===== src/rtl/xbar_dispatcher.sv =====
// Crossbar burst dispatcher: grants the scheduler's winning port a capped burst and drains it through a registered output slice.
// Optional watchdog abort is enabled by defining XBAR_DISPATCH_TIMEOUT_EN.
module xbar_dispatcher #(
    parameter int LEN_WIDTH  = 10,
    parameter int ID_WIDTH   = 5,
    parameter int DATA_WIDTH = 32,
    parameter int MAX_BURST  = 16,
    parameter int TIMEOUT    = 255
) (
    input  logic                               clk,
    input  logic                               rst_n,
    input  logic [LEN_WIDTH-1:0]               sched_len,
    input  logic [ID_WIDTH-1:0]                sched_id,
    input  logic [(1<<ID_WIDTH)-1:0]           in_valid,
    input  logic [(1<<ID_WIDTH)*DATA_WIDTH-1:0] in_data,
    output logic [(1<<ID_WIDTH)-1:0]           in_ready,
    output logic                               grant_valid,
    output logic [ID_WIDTH-1:0]                grant_id,
    output logic [LEN_WIDTH-1:0]               grant_len,
    output logic                               out_valid,
    output logic [DATA_WIDTH-1:0]              out_data,
    output logic [ID_WIDTH-1:0]                out_id,
    output logic                               out_last,
    input  logic                               out_ready,
    output logic                               busy,
    output logic                               timeout_err
);

    localparam int N = 1 << ID_WIDTH;
    localparam logic [LEN_WIDTH-1:0] MAX_B = LEN_WIDTH'(MAX_BURST);

    typedef enum logic [0:0] {IDLE = 1'b0, BURST = 1'b1} state_t;

    state_t                 state_r;
    logic [ID_WIDTH-1:0]    gid_r;
    logic [LEN_WIDTH-1:0]   remaining_r;
    logic                   load_s;
    logic                   pop_s;
    logic [DATA_WIDTH-1:0]  sel_data_s;
    logic [LEN_WIDTH-1:0]   burst_len_s;

`ifdef XBAR_DISPATCH_TIMEOUT_EN
    localparam int WD_W = $clog2(TIMEOUT + 1);
    logic [WD_W-1:0] wd_r;
`else
    assign timeout_err = 1'b0;
`endif

    assign busy = (state_r == BURST);

    // Pop strobe, source word select and capped burst length.
    always_comb begin
        load_s      = !out_valid || out_ready;
        in_ready    = {N{1'b0}};
        sel_data_s  = in_data[int'(gid_r) * DATA_WIDTH +: DATA_WIDTH];
        burst_len_s = (sched_len > MAX_B) ? MAX_B : sched_len;
        if (state_r == BURST && load_s && remaining_r != {LEN_WIDTH{1'b0}}) begin
            in_ready[gid_r] = 1'b1;
        end else begin
            in_ready = {N{1'b0}};
        end
        pop_s = in_valid[gid_r] && in_ready[gid_r];
    end

    // FSM, grant pulse, output slice and optional watchdog.
    always_ff @(posedge clk or negedge rst_n) begin
        if (!rst_n) begin
            state_r     <= IDLE;
            gid_r       <= {ID_WIDTH{1'b0}};
            remaining_r <= {LEN_WIDTH{1'b0}};
            grant_valid <= 1'b0;
            grant_id    <= {ID_WIDTH{1'b0}};
            grant_len   <= {LEN_WIDTH{1'b0}};
            out_valid   <= 1'b0;
            out_data    <= {DATA_WIDTH{1'b0}};
            out_id      <= {ID_WIDTH{1'b0}};
            out_last    <= 1'b0;
`ifdef XBAR_DISPATCH_TIMEOUT_EN
            wd_r        <= {WD_W{1'b0}};
            timeout_err <= 1'b0;
`endif
        end else begin
            grant_valid <= 1'b0;
            grant_id    <= {ID_WIDTH{1'b0}};
            grant_len   <= {LEN_WIDTH{1'b0}};
`ifdef XBAR_DISPATCH_TIMEOUT_EN
            timeout_err <= 1'b0;
`endif
            if (pop_s) begin
                out_valid <= 1'b1;
                out_data  <= sel_data_s;
                out_id    <= gid_r;
                out_last  <= (remaining_r == {{(LEN_WIDTH-1){1'b0}}, 1'b1});
            end else if (out_ready) begin
                out_valid <= 1'b0;
            end
            case (state_r)
                IDLE: begin
                    if (sched_len != {LEN_WIDTH{1'b0}}) begin
                        gid_r       <= sched_id;
                        remaining_r <= burst_len_s;
                        grant_valid <= 1'b1;
                        grant_id    <= sched_id;
                        grant_len   <= burst_len_s;
                        state_r     <= BURST;
`ifdef XBAR_DISPATCH_TIMEOUT_EN
                        wd_r        <= {WD_W{1'b0}};
`endif
                    end
                end
                BURST: begin
                    if (pop_s) begin
                        remaining_r <= remaining_r - {{(LEN_WIDTH-1){1'b0}}, 1'b1};
                        if (remaining_r == {{(LEN_WIDTH-1){1'b0}}, 1'b1}) begin
                            state_r <= IDLE;
                        end
`ifdef XBAR_DISPATCH_TIMEOUT_EN
                        wd_r <= {WD_W{1'b0}};
                    end else if (wd_r == WD_W'(TIMEOUT - 1)) begin
                        // Abort drops the remainder without ever flagging out_last.
                        state_r     <= IDLE;
                        remaining_r <= {LEN_WIDTH{1'b0}};
                        timeout_err <= 1'b1;
                        wd_r        <= {WD_W{1'b0}};
                    end else begin
                        wd_r <= wd_r + {{(WD_W-1){1'b0}}, 1'b1};
`endif
                    end
                end
                default: state_r <= IDLE;
            endcase
        end
    end

endmodule


===== config.mk =====
export PLATFORM = sky130hd
export DESIGN_NAME = xbar_dispatcher
export DESIGN_NICKNAME = d
export VERILOG_FILES = /design/src/rtl/xbar_dispatcher.sv
export SDC_FILE = /design/constraint.sdc
export NUM_CORES = 1
export LEC_CHECK = 0
export ABC_AREA = 1
export CORE_AREA = 2 2 453 455
export DETAILED_ROUTE_END_ITERATION = 7
export DIE_AREA = 0 0 455 457
export GPL_TIMING_DRIVEN = 0
export MAX_ROUTING_LAYER = met4
export SLEW_MARGIN = 20
export SYNTH_ARGS = -nofsm -noshare
export SYNTH_HDL_FRONTEND = slang
export SYNTH_SLANG_ARGS = --single-unit

===== constraint.sdc =====
create_clock -name clk -period 2.5 [get_ports clk]
set_clock_uncertainty 0.2 [all_clocks]
set_input_delay 0.75 -clock clk [delete_from_list [all_inputs] [get_ports clk]]
set_output_delay 0.75 -clock clk [all_outputs]
set_load 0.05 [all_outputs]

==> results.yml <==
timing:
  slew-limit-headroom_pct: 48.09
  setup_viol: 81
  rsz0062_at_grt: "true"
  period_needed_ps: 3158
  drv_slew: 0
  layout_setup_ws_ps: -657.9
  finalHoldViolations: 0
  fmax_mhz: 316.7
  worst_pin_slew_ps: 781.8
  timing.final.crit_share_pct: 126.3
  whs_ps: 194.4
clock_tree:
  path_clk_slew_ps: 70
  cts-root-buf: "clkbuf_16"
  tritoncts: "done"
  ctsLongestPathBuffers: 2
  cts_hold_buf: 0
  cts_sinks: 71
  htreeDepth: 3
  cts_made_buffers: 9
  clk_latency_ps: 370
synth:
  syn_area_um2: 12330
  synth_warnings: 0
  synth-edff-count: 0
  synth-seq-area-share_pct: 14.41
  ys_async_sr_fraction_pct: 100.0
  avgSynthCellArea_um2: 5.092
  yosys_most_used_dff: "dfrtp_1"
  yosys_register_bits: 71
  netlist_instances: 2421
  synthDistinctLibCells: 30
detailed_routing:
  final_antenna_net_count: 0
  drtIter0Drc: 2468
  vias: 25310
  viasPerCell: 3.874
  wl_per_cell_um: 38.07
  drtPass1Iterations: 6
  wl_um: 248700
  drcViolationCount: 0
place:
  dp.cells: 6293
  io_buffers: 1161
  dp_hpwl_um: 213100
  place_congestion: 0.9267
setup_path:
  crit_arrival_ps: 3210
  reg2reg_from: "gid_r[0]"
  cp_slowest_stage_delay_ps: 480
  crit_fanout: 6
  rr_endpoint: "out_data[23]"
  crit_path_frequent_cell: "nand2_2"
  r2r_slack_ps: -660
  start_kind: "flop"
  crit_type: "flop to flop"
  rr_worst_depth: 13
  cp_num_buf_inv: 5
  end_kind: "flop"
  crit_family: "simple AND/OR/NAND/NOR gates"
  crit_slowest_cell: "nand4_1"
  worstPathRequired_ps: 2550
  path_cells: "buf_6, buf_12, buf_16, buf_16, buf_16, nand3_2, nand4_1, nand2_2, nand2_2, nor2_4, nand2_2, nand2_2, nand2_2"
hold_path:
  hp-class: "input pin to asynchronous set/reset pin"
floorplanning:
  core_area_um2: 203300
  start_util_pct: 6.063
  die_y_um: 457
  die_area_um2: 207900
  ios: 1163
  die_w_um: 455
  row_count: 166
pwr:
  internal_power_mw: 15.78
  p_leak_nw: 13.17
  peakVddDrop_v: 0.0005144
  p_per_area_nw_per_um2: 1344
  share_comb_of_total_power_pct: 92.7
  power_frac_seq_pct: 4.3
  clock_power_share_pct: 3.1
  switchingPower_mw: 29.35
  switching_share_pct: 65.03
grt:
  grt_pass1_wl_um: 294800
  grt_pass1_vias: 24910
  antenna_found_initial: 136
  grt_max_degree: 45
  grt_overflow: 0
  grtUsageTotal_pct: 23.24
run_status:
  status: "finished with violations"
  violations: "setup timing"
cells_and_area:
  layout-drive-gt1-share_pct: 21.13
  instances_no_fill: 6533
  syn2layout_area_growth_pct: 172.4
  layout_common_cells: "clkdlybuf4s50_1 (1076), nand2_1 (957), nand3_1 (462)"
  finalNetCount: 4834
  utilization_pct: 16.52
  mostFrequentLayoutCell: "clkdlybuf4s50_1"
run:
  drv_cap: 0
## timing repair
item | CTS | global route
buffers inserted | 80 | 54
cloned | 2 | 12
pin swaps | 134 | 227
resized for setup | 923 | 324
setup endpoints to repair | 134 | 90
## registers in the layout (all words and copies together) (netlist names)
name / flops
out_last: 1
grant_id: 5
out_data: 32
busy: 1
gid_r: 5
out_id: 5
grant_valid: 1
out_valid: 1
grant_len: 10
remaining_r: 10
## cells by family (layout without fill, tap and decap cells)
logic type / after synthesis / count (layout) / share of synthesized area [%]
adders and majority gates: 3 / 3 / 0.3045
xor gates and xnor gates: 3 / 3 / 0.2132
AOI/OAI and AO/OA: 26 / 26 / 1.218
and+or+nand+nor: 2071 / 2072 / 74.27
buffers and inverters: 246 / 1581 / 9.550
DFF: 71 / 71 / 14.41
other: 1 / 89 / 0.03042
## stage by stage
stage	setup WS, ps	instance area, µm²	total power, mW	setup TNS [ps]
detailed placement	-2840	28090	35.20	-150790
finish	-657.9	33580	45.13	-32130
global route	-652.1	33540	47.01	-36810
CTS	-702.8	31450	42.17	-34080
floorplan	-200.8	12660	14.43	-4842
global placement	-3821	27640	34.59	-372490
## cell usage after synthesis (3+ instances only)
cell type / instances / area [µm²]
o21bai_1: 6 / 45.04
nand2_1: 1152 / 4324
o21ai_0: 7 / 35.03
buf_1: 7 / 26.28
inv_2: 6 / 22.52
nor2_1: 114 / 427.9
inv_1: 25 / 93.84
buf_2: 128 / 640.6
nand3_1: 530 / 2653
nor3_1: 4 / 20.02
xor2_1: 3 / 26.28
o21ai_1: 5 / 25.02
nand4_1: 257 / 1608
a21oi_1: 6 / 30.03
nor3_2: 8 / 80.08
buf_6: 4 / 45.04
buf_4: 17 / 127.6
dfrtp_1: 71 / 1777
clkbuf_1: 58 / 217.7
ha_1: 3 / 37.54
## cell type report
class	instances	area [µm²]
timing repair buffer	1326	13850
clock inverter	6	61.31
clock buffer	10	229.0
sequential	71	1779
antenna	83	207.7
multi-input combinational	2110	11340
tap	2688	3363
fill	23330	169800
buffer	207	2595
inverter	32	165.2
## routing by layer
metal	vias to the layer above	track usage [%]	part of all wire [%]
li1	10960	-	-
met1	12370	27.79	41
met2	1678	38.46	47
met3	304	5.358	7.6
met4	0	6.984	3.8
met5	-	-	0
## power by group through the flow
stage / registers, mW / clock network [mW] / logic, mW
global route: 1.98 / 1.45 / 43.6
detailed placement: 1.93 / 0 / 33.3
CTS: 1.92 / 1.40 / 38.8
global placement: 1.94 / 0 / 32.7
floorplan: 2.88 / 0 / 11.5
finish: 1.94 / 1.38 / 41.8
## worst max path at each step
| stage | start | endpoint | depth (start not counted) |
|---|---|---|---|
| CTS | gid_r[0] | out_data[2] | 14 |
| detailed placement | gid_r[1] | in_ready[5] | 8 |
| global placement | gid_r[2] | in_ready[12] | 7 |
| floorplan | out_ready | in_ready[11] | 4 |
| finish | gid_r[0] | out_data[23] | 13 |
| global route | gid_r[0] | in_ready[23] | 9 |
(Power assumes the default switching activity.)
==> RTL edit 1, RTL diff (config.mk and constraints unchanged) <==
The option `XBAR_DISPATCH_TIMEOUT_EN` is turned on by a define.
--- a/src/rtl/xbar_dispatcher.sv
+++ b/src/rtl/xbar_dispatcher.sv
@@ -2,2 +2,4 @@
 // Optional watchdog abort is enabled by defining XBAR_DISPATCH_TIMEOUT_EN.
+`define XBAR_DISPATCH_TIMEOUT_EN
+
 module xbar_dispatcher #(
Formal check against the unedited RTL: no difference found for any inputs over 4 cycles, from zero or initial values and one cycle with rst_n low; that may be too few to reach the edited logic, so the function may still have changed.
==> RTL edit 1 against the unedited design <==
The flow still finishes with violations (negative setup slack). Die area unchanged. Setup slack improved by 0.067 ns. Non-clock buffer count increased by 12. Design area increased by 2.3%. Synthesized area decreased by 11%. Sequential cell count increased by 9. Global-route usage decreased by 1.2 points. Wire length decreased by 5.2%. Total power decreased by 0.90%. Utilization increased by 0.38 points. Sequential power increased by 11%. Largest cell class unchanged. Highest routed layer unchanged.
==> RTL edit 1: results (changes against the unedited design) <==
* Status: complete, but fails checks
* Violated checks: negative setup slack
* Wl on met1 at 94400 microns (-8.4%)
* Number of vias per cell at 3.64 (-6.0%)
* Layout cell share with drive strength beyond 1 at 32.1% (+11 points)
* All-Layer GR Usage at 22.1% (-1.2 points)
* Xor/xnor share of the synthesized area at 1.03% (+0.82 points)
* Post-DP Area at 27500 sq um (-2.2%)
* Met1 GRT Util at 26.3% (-1.5 points)
* Number of global-route vias before repair at 21400 (-14%)
* Mux contribution to synthesized area at 0.0908% (+0.091 points)
* Final setup violation count at 89 (+9.9%)
* M2 GR Usage at 36.0% (-2.5 points)
* Slowest library cell on the worst path: nor3_4
* Global-route wire length before repair at 275000 microns (-6.7%)
* Top post-synthesis cells by area: a22oi_1 35%, nand2_1 20%, dfrtp_1 18%, a21boi_0 6.9%, buf_2 3.9%
* DRT Pass-1 Iters at 8 (+2)
* WL met3 at 24600 microns (+31%)
* Worst path arrival time at 3.19 ns (-0.02 ns)
* Setup WS pre-CTS at -2.35 ns (+0.485 ns)
* Initial antenna violation count at 132 (-2.9%)
* Worst setup slack after layout at -0.591 ns (+0.0672 ns)
* Port buffer count at 1162 (+0.086%)
* HPWL Detailed at 201000 microns (-5.9%)
* Unique masters post-synth at 32 (+6.7%)
* Flop pwr share at 4.8% (+0.5 points)
* Avg WL per Cell at 39.9 microns (+4.8%)
* Register area share after synthesis at 18.2% (+3.8 points)
-- RTL edit 1: cell count changes in the layout (fill, tap and decap cells not counted), moves of 50 or more --
cell | before | now
a22oi_1 | 0 | 359
nand3_2 | 51 | 1
nand2_1 | 957 | 403
a22oi_2 | 0 | 153
nand4_1 | 257 | 3
nand3_1 | 462 | 14
-- RTL edit 1: final timing paths --
check                      slack, ns  cells after the start    startpoint            to
setup / recovery               -0.59                     14      gid_r[0]   out_data[1]
hold / removal                  0.04                      1         rst_n  out_data[20]
setup reg to reg               -0.59                     14      gid_r[0]   out_data[1]
hold reg to reg                 0.28                      2  out_data[10]  out_data[10]
max in group asynchronous       1.36                      2         rst_n   out_data[9]
min in group clk                0.28                      2  out_data[10]  out_data[10]
-- RTL edit 1: area by class of cell --
| cell class | instances | area (sq um) | area share [%] |
|---|---|---|---|
| well taps | 2688 | 3360 | 9.79 |
| clock inverters | 7 | 113 | 0.328 |
| repair buffers | 1403 | 14700 | 42.8 |
| inverters | 45 | 213 | 0.619 |
| multi-input cells | 1448 | 11500 | 33.3 |
| clock buffers | 9 | 225 | 0.656 |
| flip-flops and latches | 80 | 2010 | 5.86 |
| diodes | 90 | 225 | 0.656 |
| plain buffers | 142 | 2050 | 5.96 |
-- RTL edit 1: timing repair --
action,4_1_cts,5_1_grt
setup buffers,117,69
cloned,6,8
pin swaps,154,178
hold endpoints to repair,0,0
gates resized for setup,1152,336
endpoints found under the setup margin,158,101
-- RTL edit 1: metrics by stage --
| step | power (W) | cells | TNS (ns) |
|---|---|---|---|
| global placement | 0.0310 | 5574 | -569.53 |
| finish | 0.0447 | 5912 | -32.02 |
| detailed placement | 0.0324 | 5620 | -153.48 |
| global route | 0.0465 | 5890 | -40.86 |
| CTS | 0.0424 | 5758 | -38.12 |
| floorplan | 0.0132 | 1724 | -3.11 |
==> RTL edit 2, RTL diff (same flow settings) <==
Made on the original files. Reset style: synchronous (`rst_n`), changed in one clocked block.
--- a/src/rtl/xbar_dispatcher.sv
+++ b/src/rtl/xbar_dispatcher.sv
@@ -65,3 +65,3 @@
     // FSM, grant pulse, output slice and optional watchdog.
-    always_ff @(posedge clk or negedge rst_n) begin
+    always_ff @(posedge clk) begin
         if (!rst_n) begin
Function: differs if rst_n is asserted again (counterexample within 4 cycles, from zero or initial values and one cycle with rst_n low); with rst_n held inactive, the same outputs for 4 cycles.
==> RTL edit 2 against the unedited design <==
The run still ends with negative setup slack left. Sequential cell count did not move. Non-clock buffer count decreased by 49. Synthesized area down 15%. Design area decreased by 3.7%. Maximum frequency grew 7.1%. Count of clock-buffer cells in the layout rose by 1. Setup slack improved by 0.21 ns. First-iteration DRC count down 31%. Wire length is 14% lower.
Power is left out: it rests on default switching activity, and per cell area and clock period it moved more than threefold.
==> RTL edit 2: results (changes against the unedited design) <==
* Status: complete, but fails checks
* Violated checks: negative setup slack
* FF-to-FF Start: gid_r[0]
* Largest net degree at the start of global routing at 14 (-69%)
* # diodes at 63 (-24%)
* Avg WL per Cell at 35.7 microns (-6.3%)
* Seq area share at 4.47% (-0.82 points)
* Main flop type after synthesis: dfxtp_1
* Async SR Flop Fraction at 0% (-100 points)
* Reg2reg path depth at 14 (+1)
* Layout clock buffer count at 11 (+1)
* Crit-path leading delay family: buffers and inverters
* Global-route wire length before repair at 251000 microns (-15%)
* Layout non-clock buf frac at 49.7% (+0.75 points)
* Post-CTS Resized at 1060 (+15%)
* Xor/xnor share of the synthesized area at 0.333% (+0.12 points)
* FILL cells at 23100 (-1.1%)
* Post-Synth Adder-Cell Area at 0.356% (+0.052 points)
* Initial DRC Count at 1715 (-31%)
* Worst Path Max Fanout at 4 (-2)
* Register area share after synthesis at 13.5% (-0.92 points)
* Count of non-CTS buffers in the layout at 1484 (-3.2%)
* Postcts setup bufs at 91 (+14%)
* Worst setup slack after layout at -0.449 ns (+0.209 ns)
* GP Congestion at 0.907 (-2.1%)
* Routed via count at 21600 (-15%)
* Setup WS pre-CTS at -2.20 ns (+0.644 ns)
* Most frequent cells after synthesis: 769 x nand2_1, 512 x a22oi_1, 189 x nor2_1
* Multi-input combinational area share at 33.2% (-0.59 points)
* Final WL at 213000 microns (-14%)
* Mean Syn Cell Area at 5.63 sq um (+11%)
* Final setup violation count at 61 (-25%)
* Compound-Gate Fraction of Synth Area at 40.0% (+39 points)
* All-Layer GR Usage at 19.7% (-3.5 points)
* Post-DP Area at 26200 sq um (-6.9%)
* Setup TNS at -17.63 ns (+14.50 ns)
==> RTL edit 2: cell count changes after synthesis, sizes merged, moves of 12 or more <==
| cell | before | now |
|---|---|---|
| inv | 31 | 43 |
| clkbuf | 58 | 37 |
| nand3 | 530 | 25 |
| nand2 | 1153 | 770 |
| o21ai | 13 | 42 |
| a21oi | 6 | 21 |
| nor2 | 116 | 190 |
| buf | 156 | 125 |
| dfxtp | 0 | 71 |
| a22oi | 0 | 512 |
| nand4 | 257 | 1 |
| dfrtp | 71 | 0 |
==> RTL edit 2: per-layer routing <==
metal,global-route usage (%),wire [microns]
met3,3.92,15600
met5,-,0
met1,23.9,88300
met2,32.6,99400
met4,6.33,9420
==> RTL edit 2: worst register-to-register path, delay by kind of cell (launching register included) <==
kind,cells,cell delay (ns)
AOI/OAI and AO/OA,1,0.41
buffers and inverters,5,0.82
DFF,1,0.37
and+or+nand+nor,8,0.97
